==> src/rtl/half_adder_pkg.sv <==
// Shared constants, payload type and single-bit helper for the half-adder bank.
package half_adder_pkg;

    localparam int unsigned HA_WIDTH_DEF = 1;
    localparam int unsigned HA_CNT_W_DEF = 16;

    // One lane's result, carry in the MSB so the packed value reads {carry,sum}.
    typedef struct packed {
        logic carry;
        logic sum;
    } ha_bit_t;

    // Single-bit half add.
    function automatic ha_bit_t ha_bit(input logic a, input logic b);
        ha_bit_t r;
        r.carry = a & b;
        r.sum   = a ^ b;
        return r;
    endfunction

endpackage : half_adder_pkg

==> src/rtl/half_adder_if.sv <==
// Bus bundle for the half-adder bank.
//   master : drives a, b, in_valid, cnt_clr; observes all results
//   slave  : the adder bank itself
//   a, b      : lane operands
//   in_valid  : qualifies a/b for the registered path and the counter
//   cnt_clr   : synchronous clear of carry_cnt
//   sum/carry : combinational per-lane results
//   sum_q/carry_q/out_valid : registered results, one cycle later
//   carry_cnt : saturating count of valid cycles with any carry lane set
interface half_adder_if #(
    parameter int unsigned WIDTH = 1,
    parameter int unsigned CNT_W = 16
);

    logic [WIDTH-1:0] a;
    logic [WIDTH-1:0] b;
    logic             in_valid;
    logic             cnt_clr;
    logic [WIDTH-1:0] sum;
    logic [WIDTH-1:0] carry;
    logic [WIDTH-1:0] sum_q;
    logic [WIDTH-1:0] carry_q;
    logic             out_valid;
    logic [CNT_W-1:0] carry_cnt;

    modport master (
        output a, b, in_valid, cnt_clr,
        input  sum, carry, sum_q, carry_q, out_valid, carry_cnt
    );

    modport slave (
        input  a, b, in_valid, cnt_clr,
        output sum, carry, sum_q, carry_q, out_valid, carry_cnt
    );

endinterface : half_adder_if

==> src/rtl/half_adder_lane.sv <==
// One combinational half-adder lane.
//   a, b  : operand bits
//   sum   : a XOR b
//   carry : a AND b
module half_adder_lane
    import half_adder_pkg::*;
(
    input  logic a,
    input  logic b,
    output logic sum,
    output logic carry
);

    ha_bit_t res;

    always_comb begin
        res = ha_bit(a, b);
    end

    assign sum   = res.sum;
    assign carry = res.carry;

endmodule : half_adder_lane

==> src/rtl/half_adder.sv <==
// Bank of WIDTH independent half adders with a registered copy of the
// result, a valid flag, and a saturating carry-event counter.
//   clk : rising-edge clock
//   rst : asynchronous active-high reset
//   bus : half_adder_if slave (operands, results, counter, clear)
module half_adder
    import half_adder_pkg::*;
#(
    parameter int unsigned WIDTH = HA_WIDTH_DEF,
    parameter int unsigned CNT_W = HA_CNT_W_DEF
) (
    input  logic        clk,
    input  logic        rst,
    half_adder_if.slave bus
);

    logic [WIDTH-1:0] sum_c;
    logic [WIDTH-1:0] carry_c;
    logic             carry_any_c;

    logic [WIDTH-1:0] sum_d;
    logic [WIDTH-1:0] sum_q;
    logic [WIDTH-1:0] carry_d;
    logic [WIDTH-1:0] carry_q;
    logic             valid_d;
    logic             valid_q;
    logic [CNT_W-1:0] cnt_d;
    logic [CNT_W-1:0] cnt_q;

    // Independent lanes; no carry ripples between them.
    for (genvar i = 0; i < int'(WIDTH); i++) begin : g_lane
        half_adder_lane u_lane (
            .a     (bus.a[i]),
            .b     (bus.b[i]),
            .sum   (sum_c[i]),
            .carry (carry_c[i])
        );
    end

    assign carry_any_c = |carry_c;

    // Next-state for result capture, valid pipe and counter.
    always_comb begin
        sum_d   = sum_q;
        carry_d = carry_q;
        valid_d = bus.in_valid;
        cnt_d   = cnt_q;

        if (bus.in_valid) begin
            sum_d   = sum_c;
            carry_d = carry_c;
        end

        // Clear wins over a same-cycle increment; the count sticks at all-ones.
        if (bus.cnt_clr) begin
            cnt_d = '0;
        end else if (bus.in_valid && carry_any_c && (cnt_q != {CNT_W{1'b1}})) begin
            cnt_d = cnt_q + CNT_W'(1);
        end
    end

    // State registers.
    always_ff @(posedge clk or posedge rst) begin
        if (rst) begin
            sum_q   <= '0;
            carry_q <= '0;
            valid_q <= 1'b0;
            cnt_q   <= '0;
        end else begin
            sum_q   <= sum_d;
            carry_q <= carry_d;
            valid_q <= valid_d;
            cnt_q   <= cnt_d;
        end
    end

    assign bus.sum       = sum_c;
    assign bus.carry     = carry_c;
    assign bus.sum_q     = sum_q;
    assign bus.carry_q   = carry_q;
    assign bus.out_valid = valid_q;
    assign bus.carry_cnt = cnt_q;

endmodule : half_adder

==> src/flat_wrapper.sv <==
// flat-port wrapper written by rule: the top's interface ports become plain ports
module half_adder_flat import half_adder_pkg::*;
#(
    parameter int unsigned WIDTH = HA_WIDTH_DEF,
    parameter int unsigned CNT_W = HA_CNT_W_DEF
)
  (clk, rst, bus_a, bus_b, bus_in_valid, bus_cnt_clr, bus_sum, bus_carry, bus_sum_q, bus_carry_q, bus_out_valid, bus_carry_cnt);
  half_adder_if #(.WIDTH(WIDTH), .CNT_W(CNT_W)) bus_i ();
  input  logic clk;
  input  logic rst;
  input wire logic [$bits(bus_i.a)-1:0] bus_a;
  input wire logic [$bits(bus_i.b)-1:0] bus_b;
  input wire logic [$bits(bus_i.in_valid)-1:0] bus_in_valid;
  input wire logic [$bits(bus_i.cnt_clr)-1:0] bus_cnt_clr;
  output wire logic [$bits(bus_i.sum)-1:0] bus_sum;
  output wire logic [$bits(bus_i.carry)-1:0] bus_carry;
  output wire logic [$bits(bus_i.sum_q)-1:0] bus_sum_q;
  output wire logic [$bits(bus_i.carry_q)-1:0] bus_carry_q;
  output wire logic [$bits(bus_i.out_valid)-1:0] bus_out_valid;
  output wire logic [$bits(bus_i.carry_cnt)-1:0] bus_carry_cnt;
  assign bus_i.a = bus_a;
  assign bus_i.b = bus_b;
  assign bus_i.in_valid = bus_in_valid;
  assign bus_i.cnt_clr = bus_cnt_clr;
  assign bus_sum = bus_i.sum;
  assign bus_carry = bus_i.carry;
  assign bus_sum_q = bus_i.sum_q;
  assign bus_carry_q = bus_i.carry_q;
  assign bus_out_valid = bus_i.out_valid;
  assign bus_carry_cnt = bus_i.carry_cnt;
  half_adder #(.WIDTH(WIDTH), .CNT_W(CNT_W)) u_core (.clk(clk), .rst(rst), .bus(bus_i));
endmodule
==> config.mk <==
export PLATFORM = sky130hd
export DESIGN_NAME = half_adder_flat
export DESIGN_NICKNAME = d
export VERILOG_FILES = /design/src/rtl/half_adder_pkg.sv /design/src/rtl/half_adder_if.sv /design/src/rtl/half_adder_lane.sv /design/src/rtl/half_adder.sv /design/src/flat_wrapper.sv
export SDC_FILE = /design/constraint.sdc
export NUM_CORES = 1
export LEC_CHECK = 0
export CELL_PAD_IN_SITES_DETAIL_PLACEMENT = 0
export CELL_PAD_IN_SITES_GLOBAL_PLACEMENT = 1
export CORE_ASPECT_RATIO = 1.4
export CORE_MARGIN = 8
export CORE_UTILIZATION = 27
export CTS_CLUSTER_DIAMETER = 100
export DETAILED_ROUTE_END_ITERATION = 12
export MAX_ROUTING_LAYER = met4
export PLACE_DENSITY_LB_ADDON = 0.1
export SLEW_MARGIN = 10
export SYNTH_ARGS = -nofsm -noshare
export SYNTH_HDL_FRONTEND = slang
export SYNTH_SLANG_ARGS = --single-unit
==> constraint.sdc <==
create_clock -name clk -period 5 [get_ports clk]
set_input_delay 1 -clock clk [delete_from_list [all_inputs] [get_ports clk]]
set_output_delay 1 -clock clk [all_outputs]
set_load 0.03 [all_outputs]
==> impl_metrics.json, run 1 <==
{
  "reg2reg_to": "u_core.bus.carry_cnt[8]$_DFFE_PP0P_",
  "status": "finished, final reports clean",
  "grt_overflow_total": 0,
  "period_share_pct": 68.0,
  "dp_hpwl_um": 2300,
  "fin_crit_ns": 3.40,
  "synth-seq-cells": 19,
  "start_kind": "input port",
  "power_density_nw_per_um2": 215,
  "mostFrequentLayoutCells": "clkdlybuf4s50_1, dfrtp_1, nand2_1",
  "synth_top_area_share_pct": 44.9,
  "rrSetupSlack_ns": 2.87,
  "crit_family": "buffers and inverters",
  "vias": 984,
  "avgViaCountPerCell": 5.38,
  "cp_cell_sequence": "clkdlybuf4s50_1 -> ha_1 -> clkdlybuf4s50_1",
  "clk_latency_ns": 0.26,
  "critical-path-max-stage-delay_ns": 0.70,
  "die-height_um": 90.1,
  "highest_layer": "met4",
  "drt-met1-wl_um": 1280,
  "start_util_pct": 27.5,
  "critPathBufInv": 2,
  "core_area_um2": 3850,
  "place_ws_ns": 1.59,
  "num_rows": 27,
  "syn-num-nets": 120,
  "path_class": "input port to output pin",
  "clkSlewWorstSetupHoldPaths_ns": 0.07,
  "hold_violations": 0,
  "hold_buffers": 0,
  "synth_area_per_cell_um2": 9.45,
  "routed-wl-met3_um": 116,
  "clock-sinks": 19,
  "htree_num_levels": 1,
  "cts_setup_buffers": 0,
  "reg2reg_depth": 5,
  "nets": 149,
  "setup_violations": 0,
  "holdPathStages": 1,
  "leakage_nw": 0.524,
  "synth_cells": 112,
  "drive_gt1_share_pct": 10.7,
  "total_power_mw": 0.303,
  "wl_per_cell_um": 16.5,
  "wl_um": 3010,
  "grt_pass1_wl_um": 4950,
  "portBuffers": 26,
  "clock_skew_ns": 0.00557,
  "ios": 27,
  "fmax_mhz": 294,
  "synth_cell_types": 31,
  "arrival_ns": 2.40,
  "hold_end": "u_core.bus.sum_q$_DFFE_PP0P_",
  "grt_max_degree": 20,
  "cts_tree": "built",
  "hp-class": "flip-flop to flip-flop",
  "worstSetupEndpointType": "output pin",
  "ys_seq_area_share_pct": 44.9,
  "die_w_um": 68.9,
  "setup_tns_ns": 0,
  "wl_met2_um": 1580,
  "post-route-drc-count": 0,
  "yosys_warnings": 0,
  "cp_max_fo": 5,
  "post_cts_resized": 0,
  "root_buffer": "clkbuf_8",
  "r2r_start": "u_core.bus.carry_cnt[0]$_DFFE_PP0P_",
  "area_growth_pct": 33.2,
  "clk_path_buf_depth": 2,
  "grt_pass1_vias": 977,
  "postRouteAntennaNets": 0,
  "ir_drop_mv": 0.127,
  "antenna_found_initial": 0,
  "synth_top_area_cell": "dfrtp_1",
  "place.gp.congestion": 0.733,
  "numCtsBuffers": 3,
  "dieArea_um2": 6210,
  "rsz0062_at_grt": "false",
  "critPathMostFrequentCell": "clkdlybuf4s50_1",
  "crit_required_ns": 4.00,
  "drv_slew": 0,
  "synth_area_um2": 1060,
  "drtPass1Iterations": 4,
  "synthTopCellsByArea": "dfrtp_1, mux2_2, a21oi_1, nand2_1, o41ai_1",
  "drv_cap": 0,
  "antenna_cells": 0,
  "worst_slew_pin_slew_ns": 0.791,
  "slew-limit-headroom_pct": 47.2,
  "setup_ws_ns": 1.60,
  "worstHoldStart": "u_core.bus.sum_q$_DFFE_PP0P_",
  "slowest_stage": "clkdlybuf4s50_1",
  "grt_use_total_pct": 10.5,
  "drt_iter0_drc": 50,
  "final_common_cell": "clkdlybuf4s50_1"
}
## report_power, final
group          internal [mW]  switching (mW)  leakage (nW)  total [mW]
logic                 0.0137          0.0202         0.242      0.0338
registers              0.156         0.00190         0.260       0.158
clock network         0.0567          0.0546        0.0228       0.111
total                  0.227          0.0767         0.524       0.303
## per-layer routing
| layer | GRT usage, % | up-vias |
|---|---|---|
| met2 | 16.2 | 18 |
| li1 | - | 480 |
| met5 | - | - |
| met1 | 12.7 | 482 |
| met4 | 4.71 | 0 |
| met3 | 1.86 | 4 |
## per-stage QoR
step                      hold slack (ns)  cells  utilization (%)  instance area, um2
after floorplan                     0.654    112                -                1060
after global placement              0.494    179             35.4                1370
after detailed placement            0.503    179             35.4                1370
after CTS                           0.520    183             36.6                1410
after global routing                0.546    183             36.6                1410
final                               0.517    183             36.6                1410
## state kept, by name, summed over array words and instances, names as in the netlist
name                  count
u_core.bus.sum_q          1
u_core.bus.carry_cnt     16
u_core.bus.carry_q        1
u_core.bus.out_valid      1
## kinds of logic (layout without fill, tap and decap cells)
family / after synthesis / count (layout) / synth area share, %
and+or+nand+nor: 51 / 51 / 27.7
AOI/OAI and AO/OA: 26 / 26 / 16.0
DFF: 19 / 19 / 44.9
buffers and inverters: 8 / 36 / 2.84
muxes: 6 / 6 / 6.26
adders and majority gates: 2 / 2 / 2.36
## synth_stat cells
master / number
a21oi_1: 11
a31oi_1: 1
and3_2: 1
and4_1: 1
clkbuf_1: 2
dfrtp_1: 19
ha_1: 2
inv_1: 6
mux2_2: 5
mux2i_1: 1
nand2_1: 12
nand3_1: 3
nand3_4: 1
nand3b_1: 1
nand4_1: 6
nor2_1: 8
nor2b_1: 4
nor3_1: 4
nor4_1: 3
o211a_1: 1
o211ai_1: 1
o21a_1: 1
o21ai_0: 3
o311ai_0: 1
o31ai_1: 2
o41ai_1: 5
or2_2: 1
or3_2: 1
or4_1: 2
or4_4: 1
or4b_2: 2
## how the worst max path moves through the flow
| stage | startpoint | endpoint | depth (start not counted) |
|---|---|---|---|
| global route | bus_a | bus_carry | 3 |
| global placement | bus_b | bus_carry | 3 |
| floorplan | bus_b | u_core.bus.carry_cnt[11]$_DFFE_PP0P_ | 5 |
| finish | bus_b | bus_carry | 3 |
| detailed placement | bus_a | bus_carry | 3 |
| CTS | bus_a | bus_carry | 3 |
## final cells by class
cell class | count | area, um2
Clock buffer | 4 | 45.0
Sequential cell | 19 | 475
Multi-Input combinational cell | 85 | 553
Fill cell | 433 | 2440
Inverter | 6 | 22.5
Tap cell | 43 | 53.8
Timing Repair Buffer | 26 | 260
No activity file was read; power rests on OpenSTA's default activity.
==> inputs of run 2 (changes only) <==
==> constraint.sdc (replaced) <==
create_clock -name clk -period 2.8 [get_ports clk]
set_input_delay 0.56 -clock clk [delete_from_list [all_inputs] [get_ports clk]]
set_output_delay 0.56 -clock clk [all_outputs]
set_load 0.03 [all_outputs]
==> run 2 against run 1 <==
Combinational power rose by 85%. Global-route usage rose by 0.60 points. Critical path depth did not move. Highest routed layer unchanged. Critical endpoint unchanged. Sequential power rose by 78%.
==> impl_metrics.json, run 2 (synthesized netlist as in run 1, its figures left out) <==
{
  "wl_um": 3130,
  "hp-class": "flip-flop to flip-flop",
  "slew-limit-headroom_pct": 47.5,
  "r2r_start": "u_core.bus.carry_cnt[0]$_DFFE_PP0P_",
  "startpoint": "bus_b",
  "core_area_um2": 3850,
  "setup_tns_ns": 0,
  "clkSlewWorstSetupHoldPaths_ns": 0.08,
  "dieArea_um2": 6210,
  "grt_max_degree": 20,
  "final_core_utilization_pct": 37.2,
  "clock-sinks": 19,
  "nets": 152,
  "final_common_cell": "clkdlybuf4s50_1",
  "regArea_um2": 475,
  "cts_tree": "built",
  "hold_violations": 0,
  "arrival_ns": 1.95,
  "status": "finished, final reports clean",
  "antenna_found_initial": 0,
  "clock_skew_ns": 0.00794,
  "cp_max_fo": 5,
  "wl_met2_um": 1640,
  "nFillCells": 421,
  "setup_violations": 0,
  "die-height_um": 90.1,
  "reg2reg_depth": 5,
  "placed_area_um2": 1390,
  "crit_end": "bus_carry",
  "antenna_cells": 0,
  "holdPathStages": 1,
  "worst_slew_pin_slew_ns": 0.787,
  "die_w_um": 68.9,
  "reg2reg_to": "u_core.bus.carry_cnt[8]$_DFFE_PP0P_",
  "area_growth_pct": 35.5,
  "largest_reg_flops": 16,
  "path_class": "input port to output pin",
  "routed-wl-met3_um": 130,
  "rrSetupSlack_ns": 0.67,
  "num_rows": 27,
  "fin_area_um2": 1430,
  "post-route-drc-count": 0,
  "critical-path-max-stage-delay_ns": 0.70,
  "place.gp.congestion": 0.753,
  "dp_hpwl_um": 2380,
  "cts_setup_buffers": 0,
  "period_share_pct": 89.7,
  "grt_pass1_vias": 1090,
  "slowest_stage": "clkdlybuf4s50_1",
  "grt_use_total_pct": 11.1,
  "grt_overflow_total": 0,
  "fin_crit_ns": 2.51,
  "rsz0062_at_grt": "false",
  "drv_slew": 0,
  "power_density_nw_per_um2": 379,
  "numCtsBuffers": 3,
  "multiInputGateArea_um2": 553,
  "drtPass1Iterations": 4,
  "setup_ws_ns": 0.288,
  "whs_ns": 0.514,
  "critPathMostFrequentCell": "clkdlybuf4s50_1",
  "clk_path_buf_depth": 2,
  "fmax_mhz": 398,
  "avgViaCountPerCell": 5.35,
  "ios": 27,
  "portBuffers": 26,
  "drv_cap": 0,
  "post_cts_resized": 0,
  "total_power_mw": 0.544,
  "highest_layer": "met4",
  "hold_buffers": 0,
  "crit_required_ns": 2.24,
  "start_util_pct": 27.5,
  "postRouteAntennaNets": 0,
  "clk_latency_ns": 0.26,
  "htree_num_levels": 1,
  "leakage_nw": 0.541,
  "drt_iter0_drc": 24,
  "wl_per_cell_um": 16.8,
  "worstSetupEndpointType": "output pin",
  "root_buffer": "clkbuf_8",
  "instances_no_fill": 186,
  "vias": 995,
  "cp_cell_sequence": "clkdlybuf4s50_1 -> ha_1 -> clkdlybuf4s50_1",
  "start_kind": "input port",
  "ir_drop_mv": 0.204,
  "dp.cells": 182,
  "drt-met1-wl_um": 1320,
  "grt_pass1_wl_um": 5320,
  "drive_gt1_share_pct": 13.3,
  "place_ws_ns": 0.165,
  "mostFrequentLayoutCells": "clkdlybuf4s50_1, dfrtp_1, nand2_1"
}
[run 2: worst max-delay path, delay by kind of cell]
| family | cells | cell delay [ns] |
|---|---|---|
| buf+inv | 2 | 1.16 |
| fa+ha+maj | 1 | 0.23 |
[run 2: power by group]
group / switching, mW / internal [mW] / total (mW)
registers: 0.00296 / 0.279 / 0.282
clock network: 0.100 / 0.0991 / 0.199
logic: 0.0365 / 0.0261 / 0.0626
[run 2: worst min path at each step]
stage | end | startpoint
6_report | u_core.bus.sum_q$_DFFE_PP0P_ | u_core.bus.sum_q$_DFFE_PP0P_
4_1_cts | u_core.bus.sum_q$_DFFE_PP0P_ | u_core.bus.sum_q$_DFFE_PP0P_
5_1_grt | u_core.bus.sum_q$_DFFE_PP0P_ | u_core.bus.sum_q$_DFFE_PP0P_
2_1_floorplan | u_core.bus.carry_cnt[0]$_DFFE_PP0P_ | rst
3_5_place_dp | u_core.bus.sum_q$_DFFE_PP0P_ | u_core.bus.sum_q$_DFFE_PP0P_
3_3_place_gp | u_core.bus.sum_q$_DFFE_PP0P_ | u_core.bus.sum_q$_DFFE_PP0P_
[run 2: layout make-up]
cell class / instances / share of cell area [%]
multi-input combinational: 85 / 38.6
sequential: 19 / 33.2
timing repair buffer: 29 / 19.7
tap: 43 / 3.75
clock buffer: 3 / 2.88
inverter: 6 / 1.57
clock inverter: 1 / 0.349
[run 2: per-layer routing]
| layer | global-route usage, % | up-vias |
|---|---|---|
| li1 | - | 485 |
| met1 | 12.8 | 485 |
| met2 | 18.5 | 21 |
| met3 | 1.74 | 4 |
| met4 | 3.53 | 0 |
| met5 | - | - |
==> inputs of run 3 (changes only) <==
--- a/config.mk
+++ b/config.mk
@@ -5,12 +5,12 @@
 export SDC_FILE = /design/constraint.sdc
 export NUM_CORES = 1
 export LEC_CHECK = 0
+export CAP_MARGIN = 20
 export CELL_PAD_IN_SITES_DETAIL_PLACEMENT = 0
 export CELL_PAD_IN_SITES_GLOBAL_PLACEMENT = 1
 export CORE_ASPECT_RATIO = 1.4
 export CORE_MARGIN = 8
 export CORE_UTILIZATION = 27
-export CTS_CLUSTER_DIAMETER = 100
 export DETAILED_ROUTE_END_ITERATION = 12
 export MAX_ROUTING_LAYER = met4
 export PLACE_DENSITY_LB_ADDON = 0.1
==> constraint.sdc (replaced) <==
create_clock -name clk -period 2.8 [get_ports clk]
set_input_delay 0.42 -clock clk [delete_from_list [all_inputs] [get_ports clk]]
set_output_delay 0.42 -clock clk [all_outputs]
set_load 0.03 [all_outputs]
==> run 3 against run 2 <==
Wire length down 3.8%. First-iteration DRC count rose by 67%. Final cell count is the same. Final area about the same. Largest cell class unchanged. Critical path type is now input port to flip-flop.
==> impl_metrics.json, run 3 (synthesized netlist as in run 1, its figures left out) <==
{
  "status": "finished, final reports clean",
  "nFillCells": 425,
  "drt_iter0_drc": 40,
  "grt.busiest_layer": "met2",
  "clk_path_buf_depth": 2,
  "instances_no_fill": 186,
  "antenna_found_initial": 0,
  "clk_latency_ns": 0.26,
  "mostFrequentLayoutCells": "clkdlybuf4s50_1, dfrtp_1, nand2_1",
  "antenna_cells": 0,
  "cp_max_fo": 6,
  "met2_usage_pct": 16.5,
  "clock-sinks": 19,
  "pwr-share-clk_pct": 36.4,
  "start_kind": "input port",
  "fin_area_um2": 1430,
  "crit_required_ns": 2.99,
  "setup_violations": 0,
  "post-route-drc-count": 0,
  "worst_slew_pin_slew_ns": 0.816,
  "dp_hpwl_um": 2270,
  "nets": 152,
  "root_buffer": "clkbuf_8",
  "postRouteAntennaNets": 0,
  "htree_num_levels": 1,
  "pwr-share-seq_pct": 51.9,
  "netSwitchingFraction_pct": 25.1,
  "leakage_nw": 0.539,
  "slew-limit-headroom_pct": 45.5,
  "total_power_mw": 0.544,
  "grt_pass1_wl_um": 4910,
  "worstSetupEndpointType": "flip-flop",
  "power_frac_comb_pct": 11.7,
  "grt_use_total_pct": 10.5,
  "numCtsBuffers": 3,
  "wl_per_cell_um": 16.2,
  "path_class": "input port to flip-flop",
  "intPower_mw": 0.407,
  "final_common_cell": "clkdlybuf4s50_1",
  "place_ws_ns": 0.259,
  "vias": 995,
  "largest_reg_flops": 16,
  "setup_ws_ns": 0.508,
  "place.gp.congestion": 0.789,
  "grt_use_met3_pct": 1.74,
  "drive_gt1_share_pct": 12.6,
  "grt_pass1_vias": 964,
  "power_density_nw_per_um2": 380,
  "hp-class": "flip-flop to flip-flop",
  "die_w_um": 68.9,
  "drv_slew": 0,
  "switchingPower_mw": 0.137,
  "cts_setup_buffers": 0,
  "setup_tns_ns": 0,
  "num_rows": 27,
  "hold_violations": 0,
  "start_util_pct": 27.5,
  "cts_tree": "built",
  "period_share_pct": 81.9,
  "clkSlewWorstSetupHoldPaths_ns": 0.08,
  "core_area_um2": 3850,
  "grt_overflow_total": 0,
  "grtUsageMet1_pct": 12.7,
  "area_growth_pct": 35.3,
  "drtPass1Iterations": 4,
  "hold_buffers": 0,
  "drv_cap": 0,
  "arrival_ns": 2.48,
  "portBuffers": 26,
  "die-height_um": 90.1,
  "ir_drop_mv": 0.203,
  "post_cts_resized": 0,
  "dp.cells": 182,
  "wl_um": 3010,
  "rsz0062_at_grt": "false",
  "placed_area_um2": 1390,
  "fmax_mhz": 436,
  "fin_crit_ns": 2.29,
  "avgViaCountPerCell": 5.35,
  "dieArea_um2": 6210,
  "ios": 27,
  "grt_max_degree": 20,
  "clock_skew_ns": 0.00177
}
==> run 3: cell count changes in the layout (fill, tap and decap cells not counted), sizes merged <==
cell and delta:
clkbuf +1, clkinv -1
==> run 3: worst paths after layout <==
kind,from,to,slack (ns),cells after the start
max reg2reg,u_core.bus.carry_cnt[1]$_DFFE_PP0P_,u_core.bus.carry_cnt[8]$_DFFE_PP0P_,0.70,5
max,bus_b,u_core.bus.carry_cnt[11]$_DFFE_PP0P_,0.51,6
min,u_core.bus.sum_q$_DFFE_PP0P_,u_core.bus.sum_q$_DFFE_PP0P_,0.51,1
min reg2reg,u_core.bus.sum_q$_DFFE_PP0P_,u_core.bus.sum_q$_DFFE_PP0P_,0.51,1
max in group asynchronous,rst,u_core.bus.carry_cnt[5]$_DFFE_PP0P_,1.67,2
min in group asynchronous,rst,u_core.bus.out_valid$_DFF_PP0_,0.62,2
==> run 3: metal layers <==
metal	wire, um	share of wire (%)
met1	1290	43
met5	0	0
met3	112	3.7
met2	1580	52
met4	29	0.96
==> run 3: power groups by stage <==
stage,Sequential (mW),Clock (mW),Combinational (mW)
global placement,0.287,0,0.0648
finish,0.282,0.198,0.0638
floorplan,0.298,0,0.0235
CTS,0.282,0.205,0.0654
global route,0.283,0.214,0.0688
detailed placement,0.288,0,0.0653
==> run 3: critical path, stage by stage <==
cell             delay [ns]
clkdlybuf4s50_1        0.46
ha_1                   0.17
nand4_1                0.21
or4_4                  0.57
or4_1                  0.49
a21oi_1                0.15
==> run 3: through the flow <==
stage               utilization [%]  hold WS [ns]
detailed placement             36.0         0.498
floorplan                         -         0.371
global placement               36.0         0.491
CTS                            37.2         0.516
finish                         37.2         0.510
global route                   37.2         0.531
==> run 3: cell type report <==
cell class              count  area (um2)  area share (%)
inverters                   6        22.5            1.57
flip-flops and latches     19         475            33.2
well taps                  43        53.8            3.76
clock buffers               4        45.0            3.14
repair buffers             29         283            19.7
multi-input cells          85         553            38.6
